==> src/rtl/timer_pkg.sv <==
// Shared types and constants for the mm:ss BCD countdown timer.
//   state_t    : timer FSM encoding
//   bcd_time_t : packed mm:ss value, tens digits 3 bits, units digits 4 bits
//   clamp_*    : saturate a preset digit to its legal BCD maximum
package timer_pkg;

  localparam int UNITS_W   = 4;
  localparam int TENS_W    = 3;
  localparam int UNITS_MAX = 9;
  localparam int TENS_MAX  = 5;

  typedef enum logic [1:0] {
    S_IDLE    = 2'd0,
    S_RUN     = 2'd1,
    S_PAUSED  = 2'd2,
    S_EXPIRED = 2'd3
  } state_t;

  typedef struct packed {
    logic [TENS_W-1:0]  mt;
    logic [UNITS_W-1:0] mu;
    logic [TENS_W-1:0]  st;
    logic [UNITS_W-1:0] su;
  } bcd_time_t;

  function automatic logic [UNITS_W-1:0] clamp_units(input logic [UNITS_W-1:0] d);
    return (d > UNITS_W'(UNITS_MAX)) ? UNITS_W'(UNITS_MAX) : d;
  endfunction

  function automatic logic [TENS_W-1:0] clamp_tens(input logic [TENS_W-1:0] d);
    return (d > TENS_W'(TENS_MAX)) ? TENS_W'(TENS_MAX) : d;
  endfunction

endpackage

==> src/rtl/bcd_down_digit.sv <==
// One BCD down-counting digit with borrow chaining.
//   clk, reset     : clock, async active-low reset (q -> 0)
//   load, ld_val   : synchronous preset, takes priority over borrow_in
//   borrow_in      : decrement request from the less significant digit
//   q              : current digit value
//   borrow_out     : this digit wraps 0 -> MAX on this decrement
module bcd_down_digit #(
  parameter int MAX = 9,
  parameter int W   = 4
) (
  input  logic         clk,
  input  logic         reset,
  input  logic         load,
  input  logic [W-1:0] ld_val,
  input  logic         borrow_in,
  output logic [W-1:0] q,
  output logic         borrow_out
);

  always_ff @(posedge clk or negedge reset) begin
    if (!reset)         q <= '0;
    else if (load)      q <= ld_val;
    else if (borrow_in) q <= (q == '0) ? W'(MAX) : q - W'(1);
  end

  assign borrow_out = borrow_in & (q == '0);

endmodule

==> src/rtl/countdown_timer.sv <==
// mm:ss BCD countdown timer with load/start/pause control.
//   clk, reset           : clock, async active-low reset
//   tick                 : count-enable strobe, one decrement per tick in RUN
//   load, ld_*           : preset mm:ss (clamped per digit), forces IDLE
//   start, pause         : run control, pause wins when both asserted
//   min_*, sec_*         : current BCD count (registered)
//   running              : registered state==RUN
//   done                 : one-clk pulse when the count reaches 00:00
// AUTO_RELOAD=1 reloads the last preset at terminal count and keeps running.
module countdown_timer
  import timer_pkg::*;
#(
  parameter logic AUTO_RELOAD = 1'b0
) (
  input  logic               clk,
  input  logic               reset,
  input  logic               tick,
  input  logic               load,
  input  logic [TENS_W-1:0]  ld_min_tens,
  input  logic [UNITS_W-1:0] ld_min_units,
  input  logic [TENS_W-1:0]  ld_sec_tens,
  input  logic [UNITS_W-1:0] ld_sec_units,
  input  logic               start,
  input  logic               pause,
  output logic [TENS_W-1:0]  min_tens,
  output logic [UNITS_W-1:0] min_units,
  output logic [TENS_W-1:0]  sec_tens,
  output logic [UNITS_W-1:0] sec_units,
  output logic               running,
  output logic               done
);

  state_t    r_state, w_nxt;
  bcd_time_t r_rld;
  logic      r_running, r_done;

  bcd_time_t w_clamp, w_dval, w_q;
  logic      w_dec, w_nz, w_term, w_reload, w_done_nxt, w_dload;
  logic [4:0] w_b;

  assign w_clamp = {clamp_tens(ld_min_tens), clamp_units(ld_min_units),
                    clamp_tens(ld_sec_tens), clamp_units(ld_sec_units)};

  // Pause and load both suppress the decrement on the edge they are sampled.
  assign w_dec  = (r_state == S_RUN) & tick & ~pause & ~load;
  assign w_nz   = (w_q != '0);
  assign w_term = (w_q == bcd_time_t'(1));
  assign w_b[0] = w_dec;

  // w_b[4] flags a decrement from 00:00. RUN never holds 00:00, but if it
  // ever did, the digits are forced back to 00:00 instead of wrapping to 59:59.
  assign w_dload = load | w_reload | w_b[4];
  assign w_dval  = load ? w_clamp : (w_reload ? r_rld : '0);

  bcd_down_digit #(.MAX(UNITS_MAX), .W(UNITS_W)) u_su (
    .clk(clk), .reset(reset), .load(w_dload), .ld_val(w_dval.su),
    .borrow_in(w_b[0]), .q(w_q.su), .borrow_out(w_b[1]));
  bcd_down_digit #(.MAX(TENS_MAX), .W(TENS_W)) u_st (
    .clk(clk), .reset(reset), .load(w_dload), .ld_val(w_dval.st),
    .borrow_in(w_b[1]), .q(w_q.st), .borrow_out(w_b[2]));
  bcd_down_digit #(.MAX(UNITS_MAX), .W(UNITS_W)) u_mu (
    .clk(clk), .reset(reset), .load(w_dload), .ld_val(w_dval.mu),
    .borrow_in(w_b[2]), .q(w_q.mu), .borrow_out(w_b[3]));
  bcd_down_digit #(.MAX(TENS_MAX), .W(TENS_W)) u_mt (
    .clk(clk), .reset(reset), .load(w_dload), .ld_val(w_dval.mt),
    .borrow_in(w_b[3]), .q(w_q.mt), .borrow_out(w_b[4]));

  always_comb begin
    w_nxt      = r_state;
    w_reload   = 1'b0;
    w_done_nxt = 1'b0;
    if (load) begin
      w_nxt = S_IDLE;
    end else begin
      unique case (r_state)
        S_IDLE:    if (start && w_nz) w_nxt = S_RUN;
        S_RUN: begin
          if (pause) begin
            w_nxt = S_PAUSED;
          end else if (w_dec && (w_term || w_b[4])) begin
            w_done_nxt = w_term;
            // A 00:00 preset cannot be reloaded meaningfully: expire instead.
            if (AUTO_RELOAD && w_term && (r_rld != '0)) w_reload = 1'b1;
            else                                        w_nxt    = S_EXPIRED;
          end
        end
        S_PAUSED:  if (start && !pause) w_nxt = S_RUN;
        S_EXPIRED: w_nxt = S_EXPIRED;
        default:   w_nxt = S_IDLE;
      endcase
    end
  end

  always_ff @(posedge clk or negedge reset) begin
    if (!reset) begin
      r_state   <= S_IDLE;
      r_running <= 1'b0;
      r_done    <= 1'b0;
      r_rld     <= '0;
    end else begin
      r_state   <= w_nxt;
      r_running <= (w_nxt == S_RUN);
      r_done    <= w_done_nxt;
      if (load) r_rld <= w_clamp;
    end
  end

  assign min_tens  = w_q.mt;
  assign min_units = w_q.mu;
  assign sec_tens  = w_q.st;
  assign sec_units = w_q.su;
  assign running   = r_running;
  assign done      = r_done;

endmodule

==> config.mk <==
export PLATFORM = sky130hd
export DESIGN_NAME = countdown_timer
export DESIGN_NICKNAME = d
export VERILOG_FILES = /design/src/rtl/timer_pkg.sv /design/src/rtl/bcd_down_digit.sv /design/src/rtl/countdown_timer.sv
export SDC_FILE = /design/constraint.sdc
export NUM_CORES = 1
export LEC_CHECK = 0
export CAP_MARGIN = 20
export CORE_AREA = 2 2 59 61
export CTS_CLUSTER_DIAMETER = 80
export DETAILED_ROUTE_END_ITERATION = 8
export DIE_AREA = 0 0 61 63
export GPL_ROUTABILITY_DRIVEN = 0
export PLACE_DENSITY = 0.63
export RECOVER_POWER = 25
export REMOVE_ABC_BUFFERS = 1
export SETUP_SLACK_MARGIN = 0.2
export SLEW_MARGIN = 20
export SYNTH_ARGS = -nofsm -noshare
export SYNTH_HDL_FRONTEND = slang
export SYNTH_SLANG_ARGS = --single-unit
==> constraint.sdc <==
create_clock -name clk -period 2.6 [get_ports clk]
set_input_delay 0.39 -clock clk [delete_from_list [all_inputs] [get_ports clk]]
set_output_delay 0.39 -clock clk [all_outputs]
set_load 0.03 [all_outputs]
# --- Yosys cells after proc, flatten, opt, wreduce, memory -nomap -nowiden ---
# Cells that the tools add are included.
totals:
  ff_bits: 18
  in_bits: 20
  out_inout_bits: 16
op_classes:
  add_sub_neg: 4
  n_lt_le_gt_ge: 4
  n_eq_ne: 5
  muxes: 27
  n_bitwise: 10
  reduce_logical: 15
ops:
  columns: ["cell", "count"]
  rows:
  - ["$mux 4", 8]
  - ["$mux 3", 8]
  - ["$eq 14x1->1 const B", 1]
  - ["$mux 14", 1]
  - ["$reduce_bool 14->1", 1]
  - ["$mux 2", 5]
  - ["$gt 4x4->1 const B", 2]
  - ["$logic_not 4->1", 2]
  - ["$pmux 2 s4", 1]
  - ["$reduce_bool 2->1", 4]
  - ["$sub 4x1->4 const B", 2]
  - ["$and 1x1->1", 7]
  - ["$gt 3x3->1 const B", 2]
  - ["$logic_not 3->1", 2]
  - ["$sub 3x1->3 const B", 2]
  - ["$eq 2x1->1 const B", 2]
  - ["$eq 2x2->1 const B", 2]
  - ["$mux 1", 4]
  - ["$logic_and 1x1->1", 3]
  - ["$logic_not 2->1", 1]
  - ["$not 1->1", 2]
  - ["$logic_not 1->1", 1]
  - ["$logic_or 1x1->1", 1]
  - ["$or 1x1->1", 1]

# --- Depth between registers and ports, before layout ---
# Gate-level depths: netlist of the first run.
depth:
  ltp_word: 15
  depth_mapped: 7
  ltp_nobuf: 6

# --- Hierarchy ---
# A second synthesis of the first run with hierarchy kept.
unflattened:
  cells_unflattened: 134
  hier_area_um2: 1283.7
modules_own_cells:
  columns: ["mod", "n_inst", "cells_each", "area_per_inst_um2"]
  rows:
  - ["bcd_down_digit at u_mu ...", 2, 22, 231.5]
  - ["countdown_timer", 1, 52, 445.4]
  - ["bcd_down_digit at u_mt ...", 2, 19, 187.7]

# --- Worst setup path before layout of the first run ---
# No wires, ideal clock.
synth_path:
  path_kind: "flip-flop to flip-flop"
  start: "reg u_su.q[1]"
  end: "reg u_mt.q[1]"
  setup_ns: 0.067
  arrival_ns: 1.741
  t_required_ns: 2.533
  path_slack_ns: 0.793
  path_stages_with_launch: 7
  path_buffers: 1
  path_cell_list: "dfrtp_1 > nor4_4 > nand3_4 > or2_0 > clkbuf_2 > a2111o_1 > nand2_1"
synth_between:
  elab_chain_cells: 7
  elab_cells_between_ends: 8
  cone_classes: "mux (1); bitwise (5); reduce/logical (2)"
synth_lines:
  columns: ["item", "line_no", "rtl"]
  rows:
  - ["start, declared", "bcd_down_digit.sv:16", "output logic [W-1:0] q,"]
  - ["start signal, assigned", "bcd_down_digit.sv:22", "else if (load) q <= ld_val;"]
  - ["start signal, assigned", "bcd_down_digit.sv:23", "else if (borrow_in) q <= (q == '0) ? W'(MAX) : q - W'(1);"]
  - ["$logic_not 4->1 *", "bcd_down_digit.sv:26", "assign borrow_out = borrow_in & (q == '0);"]
  - ["$and 1x1->1 * (3 in series)", "bcd_down_digit.sv:26", null]
  - ["$and 1x1->1", "bcd_down_digit.sv:26", null]
  - ["$or 1x1->1", "countdown_timer.sv:52", "assign w_dload = load | w_reload | w_b[4];"]
  - ["$mux 3 or $reduce_bool 2->1 (tied branches)", null, null]
  - ["end signal, assigned", "bcd_down_digit.sv:22", null]
  - ["end signal, assigned", "bcd_down_digit.sv:23", null]
  - ["end, declared", "bcd_down_digit.sv:16", null]
# Every way passes the cells marked *; elsewhere a longest branch is shown, timed or not.
# A chain may end at the register's enable or synchronous reset.

# --- Worst setup path after layout of the first run ---
layout_path:
  start: "reg u_su.q[0]"
  end: "out sec_units[0]"
layout_rtl:
  columns: ["item", "line_no", "rtl"]
  rows:
  - ["end, declared", "countdown_timer.sv:28", "output logic [UNITS_W-1:0] sec_units,"]
# No word-level cell between the ends.

==> flow_summary.json, run 1 <==
{
  "outcome": "finished clean",
  "diodes": 0,
  "grt_pass1_vias": 1096,
  "ant_nets": 0,
  "maxCapViolCount": 0,
  "synthAdderAreaFrac": 0.0114,
  "grt-ovfl-total": 0,
  "slew-limit-headroom": 0.449,
  "num-nets-final": 181,
  "htree_levels": 1,
  "period_share": 0.742,
  "async_flop_share": 1.00,
  "worst-setup-path-type": "reg2out",
  "min_period_ns": 1.93,
  "crit_fanout": 7,
  "ys_seq_area_frac": 0.410,
  "path_buf_inv": 1,
  "finalSetupViolations": 0,
  "final_area_sq_um": 1540,
  "antenna_found_initial": 0,
  "cp-start-kind": "flop",
  "nFillCells": 328,
  "drive_gt1_frac": 0.0755,
  "p_leak_nw": 0.594,
  "postPlaceCellArea_sq_um": 1500,
  "clockBufferDepth": 2,
  "via_per_inst": 5.29,
  "max_slew.worst_pin.slew_ns": 0.823,
  "cp_top_family": "buffers and inverters",
  "areaGrowthSynthToFinish_pct": 40.4,
  "path_cells": "clkdlybuf4s50_1",
  "synth_top_flop_cell": "dfrtp_1",
  "synth-edff-count": 0,
  "cp.arrival_ns": 1.54,
  "worstSkewPairLatency_ns": 0.30,
  "io_buffers": 35,
  "firstDrtPassIters": 4,
  "core_area_sq_um": 3230,
  "die_w_um": 61,
  "critPathCaptureType": "output port",
  "track_usage": 0.158,
  "numCtsBuffers": 3,
  "synth-seq-cells": 18,
  "synth_top_family_by_area": "compound AO/OA/AOI/OAI gates",
  "post-cts-setup-buffers": 0,
  "synth_compound_area_frac": 0.255,
  "synth_xor_area_frac": 0.0160,
  "die_area_sq_um": 3840,
  "hold_buffers": 0,
  "p_total_mw": 0.764,
  "hold_violations": 0,
  "first_iter_violations": 51,
  "clock-sinks": 18,
  "ys_warn_count": 0,
  "cp.required_ns": 2.21,
  "drc_errors": 0,
  "powerDensity_nw_per_um2": 496,
  "via_count": 1085,
  "rsz0062_at_grt": "false",
  "syn_area_sq_um": 1100,
  "max_stage_delay_ns": 0.73,
  "hold_ws_ns": 0.583,
  "die_h_um": 63,
  "clock-skew-final_ns": 0.00530,
  "rows": 21,
  "grt_pass1_wl_um": 4660,
  "slowest_stage": "clkdlybuf4s50_1",
  "place_ws_ns": 0.454,
  "cts-root-buf": "clkbuf_4",
  "wl_per_cell_um": 13.5,
  "final_max_slew_viol_count": 0,
  "grt_max_degree": 19,
  "synth_mux_area_frac": 0.0285,
  "clk_pin_slew_ns": 0.11,
  "setup_ws_ns": 0.671,
  "totalWireLength_um": 2770,
  "post_cts_resize_count": 0,
  "max_freq_mhz": 519,
  "synth_cell_types": 39,
  "cts_tree": "yes",
  "synth_simple_gate_area_frac": 0.246,
  "ios": 36,
  "dp_hpwl_um": 2160,
  "start_util": 0.340,
  "syn_inst": 122,
  "ir_drop_v": 0.000215,
  "syn_area_per_cell_sq_um": 8.99,
  "setup_tns_ns": 0,
  "hold_path.class": "reg2reg"
}
==> layout make-up <==
type / instances / area [sq um] / share of cell area
Multi-Input combinational cell: 95 / 612 / 0.397
Sequential cell: 18 / 450 / 0.292
Timing Repair Buffer: 37 / 365 / 0.237
Tap cell: 46 / 57.6 / 0.0374
Clock buffer: 4 / 36.3 / 0.0236
Inverter: 5 / 18.8 / 0.0122
==> routing by layer <==
layer	global-route usage	vias to the layer above	share of wire
met3	0.0124	6	0.035
met4	0.0788	0	0.021
met5	0	-	0
met1	0.192	511	0.45
met2	0.272	36	0.50
li1	-	532	-
==> through the flow <==
stage               cells   util
floorplan             118      -
global placement      201  0.465
detailed placement    201  0.465
CTS                   205  0.477
global route          205  0.477
finish                205  0.477
==> synthesized netlist by cell type (2+ instances only) <==
master    instances  area share
nand3_1           5       0.023
nand2b_1          3       0.017
nand2_1          11       0.038
nor2_1           12       0.041
nor2b_1           3       0.017
a211oi_1          2       0.014
a21oi_1          12       0.055
o21a_1            5       0.034
dfrtp_1          18        0.41
o31ai_1           2       0.014
xor2_1            2       0.016
clkbuf_1          3       0.010
nor3_1            3       0.014
inv_1             5       0.017
o21ai_0          11       0.050
mux2i_1           2       0.018
==> report_power, final <==
| group | total, mW | switching [mW] | internal [mW] |
|---|---|---|---|
| Combinational | 0.238 | 0.126 | 0.112 |
| Clock | 0.178 | 0.0922 | 0.0853 |
| Sequential | 0.349 | 0.0423 | 0.307 |
==> layout by cell type (no fill, tap or decap), drive strengths merged <==
| master | n |
|---|---|
| or2 | 1 |
| dfrtp | 18 |
| nor2b | 3 |
| o21ai | 11 |
| xor2 | 2 |
| o211a | 1 |
| a41oi | 1 |
| nor3b | 2 |
| nor4 | 3 |
| mux2 | 1 |
| nor3 | 4 |
| ha | 1 |
| clkdlybuf4s50 | 34 |
| o31ai | 2 |
| a311oi | 1 |
| a21oi | 12 |
| nand3 | 6 |
| inv | 5 |
| nor2 | 12 |
| nand2b | 3 |
| a211oi | 2 |
| dlygate4sd3 | 1 |
| nand2 | 11 |
| o41ai | 1 |
| a211o | 1 |
| buf | 2 |
| a31oi | 1 |
| o31a | 1 |
| a2111o | 1 |
| or3 | 1 |
| a32oi | 1 |
| a221oi | 1 |
| o21a | 5 |
| mux2i | 2 |
| a2111oi | 1 |
| clkbuf | 4 |
==> path summary, 6_finish.rpt <==
| path | startpoint | end | slack [ns] | cells after the start |
|---|---|---|---|---|
| worst max-delay path | u_su.q[0] | sec_units[0] | 0.67 | 1 |
| min in group asynchronous | reset | done | 0.62 | 1 |
| worst max register to register | u_su.q[1] | u_mt.q[1] | 0.79 | 5 |
| worst min register to register | u_st.q[2] | u_st.q[1] | 0.58 | 1 |
| max in group asynchronous | reset | u_st.q[2] | 1.47 | 1 |
| worst min-delay path | u_st.q[2] | u_st.q[1] | 0.58 | 1 |
==> sequential cells by signal (all words and copies together), names as in the netlist <==
signal and cells:
done 1, r_state 2, running 1, u_mt.q 3, u_mu.q 4, u_st.q 3
u_su.q 4
==> logic make-up after synthesis <==
family	Yosys count
AND/OR/NAND/NOR	46
flip-flops	18
AO/OA/AOI/OAI	43
multiplexers	3
adder cells (fa/ha/maj)	1
XOR/XNOR	2
buffers and inverters	9
Power figures use the tool's default switching activity.
==> inputs of run 2 (changes only) <==
PLACE_DENSITY = 0.65   (was 0.63)
clock period = 1.6 ns   (was 2.6 ns; I/O delays follow)
==> run 2 against run 1 <==
Compared with the run above: sequential share of layout area shrank 6.8 points; clock skew fell by 0.0021 ns; the flow now finishes with violations (setup timing); non-clock buffer count is 45 higher; core utilization grew 14 points.
==> flow_summary.json, run 2 (synthesis gave the netlist of run 1 again) <==
{
  "htree_levels": 1,
  "critPathLaunch": "u_su.q[1]",
  "maxCapViolCount": 0,
  "powerDensity_nw_per_um2": 693,
  "hold_violations": 0,
  "die_area_sq_um": 3840,
  "rsz0062_at_grt": "true",
  "antenna_found_initial": 0,
  "ant_nets": 0,
  "dp_hpwl_um": 2450,
  "grt-ovfl-total": 0,
  "via_count": 1310,
  "rows": 21,
  "reg2reg_to": "u_mt.q[1]",
  "hold_path_depth": 2,
  "drive_gt1_frac": 0.436,
  "grt_pass1_vias": 1265,
  "grt_pass1_wl_um": 5710,
  "track_usage": 0.195,
  "crit_fanout": 7,
  "numCtsBuffers": 3,
  "totalWireLength_um": 3610,
  "hold_path.class": "in2reg",
  "place_ws_ns": -0.390,
  "violations": "setup timing",
  "setup_tns_ns": -0.136,
  "die_h_um": 63,
  "final_common_cell": "buf_4",
  "cp-endpoint": "u_mt.q[1]",
  "start_util": 0.340,
  "clockBufferDepth": 2,
  "max_slew.worst_pin.slew_ns": 1.03,
  "areaGrowthSynthToFinish_pct": 82.6,
  "final_max_slew_viol_count": 0,
  "finalSetupViolations": 6,
  "cts-root-buf": "clkbuf_4",
  "clk_pin_slew_ns": 0.11,
  "ir_drop_v": 0.000452,
  "dp_cells": 233,
  "cts_tree": "yes",
  "clock-skew-final_ns": 0.00323,
  "ios": 36,
  "firstDrtPassIters": 4,
  "cp.required_ns": 1.84,
  "via_per_inst": 5.24,
  "period_share": 1.03,
  "first_iter_violations": 53,
  "setup_ws_ns": -0.0504,
  "hold_ws_ns": 0.449,
  "reg2reg_slack_ns": -0.05,
  "nFillCells": 292,
  "final_cell_mix": "buf_4, dfrtp_1, clkdlybuf4s50_1, a21oi_1, buf_2",
  "clock-sinks": 18,
  "p_leak_nw": 0.890,
  "diodes": 0,
  "num-nets-final": 226,
  "max_freq_mhz": 606,
  "worst-setup-path-type": "reg2reg",
  "die_w_um": 61,
  "hold_buffers": 0,
  "slew-limit-headroom": 0.315,
  "wl_per_cell_um": 14.4,
  "drc_errors": 0,
  "r2r-start": "u_su.q[1]",
  "instances_no_fill": 250,
  "ff2ff_path_depth": 6,
  "outcome": "complete, but fails checks",
  "min_period_ns": 1.65,
  "critPathCaptureType": "flop",
  "cp-start-kind": "flop",
  "core_area_sq_um": 3230,
  "cp.arrival_ns": 1.89,
  "io_buffers": 35,
  "reg_top3": "u_mu.q (4), u_su.q (4)",
  "worstSkewPairLatency_ns": 0.29,
  "grt_max_degree": 19
}
-- run 2: cell count changes in the layout (fill, tap and decap cells not counted), moves of 3 or more --
cell,delta
clkdlybuf4s50_1,-17
o21ai_0,-6
nor2_1,-3
buf_2,+11
buf_6,+7
o21ai_1,+5
buf_4,+37
dlygate4sd2_1,+5
-- run 2: cell type report --
type	instances	area, sq um	area share
clock buffers	4	36.3	0.0181
well taps	46	57.6	0.0287
multi-input cells	95	778	0.389
repair buffers	82	662	0.330
flip-flops and latches	18	450	0.225
inverters	5	18.8	0.00937
-- run 2: how the worst min path moves through the flow --
stage               startpoint    endpoint  slack (ns)
floorplan                reset        done       -0.06
detailed placement       reset        done        0.60
finish                   pause  r_state[0]        0.45
global route             pause  r_state[0]        0.45
global placement     u_mt.q[1]   u_mt.q[1]        0.57
CTS                      reset   u_su.q[3]        0.27
-- run 2: timing repair --
item | in CTS | in global routing
endpoints found under the hold margin | 0 | 0
setup buffers | 7 | 6
pin swaps | 13 | 11
gates resized for setup | 85 | 26
cloned | 0 | 0
setup endpoints to repair | 34 | 24
-- run 2: worst max-delay path, stage by stage, from the launching register on --
cell      delay, ns
dfrtp_1        0.43
nor4_4         0.27
buf_4          0.17
nand3_4        0.10
or2_4          0.29
a2111o_1       0.28
nand2_1        0.06
-- run 2: metal layers --
| metal | global-route usage | up-vias | wire length (um) |
|---|---|---|---|
| met5 | 0 | - | 0 |
| met4 | 0.101 | 0 | 66 |
| met3 | 0.0352 | 6 | 236 |
| met2 | 0.301 | 57 | 1780 |
| met1 | 0.253 | 632 | 1530 |
| li1 | - | 615 | - |
-- run 2: where the power goes --
group	leakage [nW]	total [mW]	internal (mW)	switching [mW]
logic	0.650	0.563	0.255	0.308
registers	0.219	0.540	0.499	0.0410
clock network	0.0210	0.286	0.139	0.148
total	0.890	1.39	0.892	0.496
-- run 2: per-stage QoR --
step / power (mW) / area (sq um) / utilization
after floorplan: 0.775 / 1080 / -
after detailed placement: 1.05 / 1740 / 0.540
after global routing: 1.47 / 2000 / 0.620
final: 1.39 / 2000 / 0.620
after global placement: 1.04 / 1740 / 0.540
after CTS: 1.35 / 1920 / 0.594
==> inputs of run 3 (changes only) <==
CORE_AREA = 2 2 64 66   (was 2 2 59 61)
DIE_AREA = 0 0 66 68   (was 0 0 61 63)
PLACE_DENSITY = 0.62   (was 0.65)
SYNTH_HIERARCHICAL = 1   (was default)
==> run 3 against run 2 <==
Compared with the run above: global-route usage fell by 1.4 points; worst setup slack got worse by 0.81 ns; die area grew 17%; critical path type is now in2reg; the run still ends with setup timing left; sequential power about the same; combinational power grew 3%; core utilization decreased by 5.4 points; sequential share of layout area shrank 1.8 points; non-clock buffer count is 6 lower; via count grew 0.92%.
==> flow_summary.json, run 3 <==
{
  "cts_tree": "yes",
  "totalWireLength_um": 3840,
  "period_share": 1.54,
  "maxCapViolCount": 0,
  "synth_top_area_frac": 0.351,
  "highest_layer": "met4",
  "track_usage": 0.180,
  "cp.arrival_ns": 2.60,
  "reg_top3": "u_mu/q (4), u_su/q (4)",
  "r2r-start": "r_state[0]",
  "synth-seq-cells": 18,
  "outcome": "complete, but fails checks",
  "slew-limit-headroom": 0.325,
  "critPathCaptureType": "flop",
  "clockBufferDepth": 2,
  "max_freq_mhz": 406,
  "antenna_found_initial": 0,
  "synth_cell_types": 36,
  "hold_path_end": "r_state[1]",
  "ys_warn_count": 6,
  "ir_drop_v": 0.000296,
  "hold_violations": 0,
  "ff2ff_path_depth": 12,
  "cts-root-buf": "clkbuf_8",
  "hold_start": "load",
  "syn_area_sq_um": 1280,
  "p_leak_nw": 0.957,
  "seqPwrFrac": 0.374,
  "synth_area_leaders": "dfrtp_1, nor4_4, a21oi_1",
  "hold_path_depth": 3,
  "wl_met3_um": 119,
  "async_flop_share": 1.00,
  "final_max_slew_viol_count": 0,
  "synthTopCellsByCount": "dfrtp_1, nand2_1, a21oi_1, o21ai_0",
  "die_h_um": 68,
  "grt-ovfl-total": 0,
  "io_buffers": 35,
  "powerDensity_nw_per_um2": 661,
  "rows": 23,
  "critPathLaunch": "tick",
  "via_count": 1322,
  "rsz0062_at_grt": "true",
  "diodes": 0,
  "cp.required_ns": 1.74,
  "wl_per_cell_um": 14.8,
  "wl_met2_um": 2030,
  "finalSetupViolations": 16,
  "dp_hpwl_um": 2690,
  "m1WireLength_um": 1570,
  "die_area_sq_um": 4490,
  "postPlaceCellArea_sq_um": 1890,
  "worst-setup-path-type": "in2reg",
  "drive_gt1_frac": 0.448,
  "setup_tns_ns": -13.15,
  "p_int_mw": 0.948,
  "reg2reg_to": "u_su/q[1]",
  "nFillCells": 343,
  "synth_top_area_cell": "dfrtp_1",
  "ios": 36,
  "first_iter_violations": 47,
  "worstSkewPairLatency_ns": 0.25,
  "core_area_sq_um": 3860,
  "die_w_um": 66,
  "clk_pin_slew_ns": 0.07,
  "crit_fanout": 5,
  "max_slew.worst_pin.slew_ns": 1.01,
  "p_comb_frac": 0.402,
  "via_per_inst": 5.08,
  "firstDrtPassIters": 4,
  "grt_pass1_wl_um": 6100,
  "syn_area_per_cell_sq_um": 9.58,
  "p_clk_frac": 0.224,
  "num-nets-final": 234,
  "switchingPower_mw": 0.493,
  "switching_share": 0.342,
  "hold_ws_ns": 0.589,
  "synth_top_flop_cell": "dfrtp_1",
  "numCtsBuffers": 3,
  "hold_path.class": "in2reg",
  "min_period_ns": 2.46,
  "ys_seq_area_frac": 0.351,
  "reg2reg_slack_ns": -0.83,
  "grt_pass1_vias": 1372,
  "final_common_cell": "buf_4",
  "drc_errors": 0,
  "syn_inst": 134,
  "ant_nets": 0,
  "violations": "setup timing",
  "areaGrowthSynthToFinish_pct": 69.9,
  "cp-start-kind": "input port",
  "final_area_sq_um": 2180,
  "htree_levels": 1,
  "synth-edff-count": 0,
  "final_cell_mix": "buf_4, dfrtp_1, clkdlybuf4s50_1, a21oi_1, o21ai_2",
  "clock-skew-final_ns": 0.00315,
  "clock-sinks": 18,
  "start_util": 0.333,
  "synth_most_common_cell": "dfrtp_1",
  "setup_ws_ns": -0.862,
  "grt_max_degree": 19
}
## run 3: power groups by stage
stage                     Clock [mW]  Sequential (mW)  Combinational, mW
after floorplan                    0            0.645              0.158
final                          0.322            0.540              0.579
after CTS                      0.329            0.539              0.567
after detailed placement           0            0.542              0.527
after global placement             0            0.540              0.514
after global routing           0.344            0.547              0.617
## run 3: worst max path at each step
stage | end | slack [ns]
floorplan | u_mu/q[1] | -1.86
global placement | u_su/q[1] | -1.41
detailed placement | u_su/q[1] | -1.49
CTS | u_su/q[1] | -0.80
global route | u_su/q[1] | -0.99
finish | u_su/q[1] | -0.86
## run 3: critical path, stage by stage
cell and delay [ns]:
clkdlybuf4s50_1 0.51, nor4b_4 0.23, nor4b_4 0.27, nor2b_4 0.20, and2_4 0.15, nor4b_4 0.21
nor2b_4 0.19, and2_4 0.14, or2_4 0.15, buf_6 0.13, nor2b_4 0.14, a21oi_2 0.04
## run 3: cells by family (layout without fill, tap and decap cells)
logic type	Yosys count	count (layout)	synth area share
adders and majority gates	2	2	0.0195
buffers and inverters	9	85	0.0322
xor gates and xnor gates	4	4	0.0273
AOI/OAI and AO/OA	35	35	0.163
DFF	18	18	0.351
muxes	4	4	0.0390
and+or+nand+nor	62	62	0.368
## run 3: timing repair
item	4_1_cts	5_1_grt
cloned	2	0
gates resized for setup	67	23
setup buffers	7	4
endpoints found under the setup margin	33	27
pin swaps	8	2
endpoints found under the hold margin	0	0
hold buffers	0	0
## run 3: cell type report
| type | count | area, sq um | area share |
|---|---|---|---|
| Multi-Input combinational cell | 107 | 920 | 0.422 |
| Timing Repair Buffer | 76 | 683 | 0.313 |
| Sequential cell | 18 | 452 | 0.207 |
| Tap cell | 50 | 62.6 | 0.0287 |
| Clock buffer | 3 | 41.3 | 0.0189 |
| Inverter | 6 | 22.5 | 0.0103 |
## run 3: per-layer routing
layer,global-route usage,vias up
li1,-,639
met1,0.205,639
met2,0.335,32
met3,0.0214,12
met4,0.0893,0
met5,0,-
## run 3: per-stage QoR
stage / std cells / setup WS (ns) / utilization / power [mW]
finish: 260 / -0.862 / 0.566 / 1.44
global route: 260 / -0.990 / 0.566 / 1.51
CTS: 256 / -0.801 / 0.555 / 1.44
detailed placement: 244 / -1.49 / 0.490 / 1.07
global placement: 244 / -1.41 / 0.490 / 1.05
floorplan: 131 / -1.86 / - / 0.803
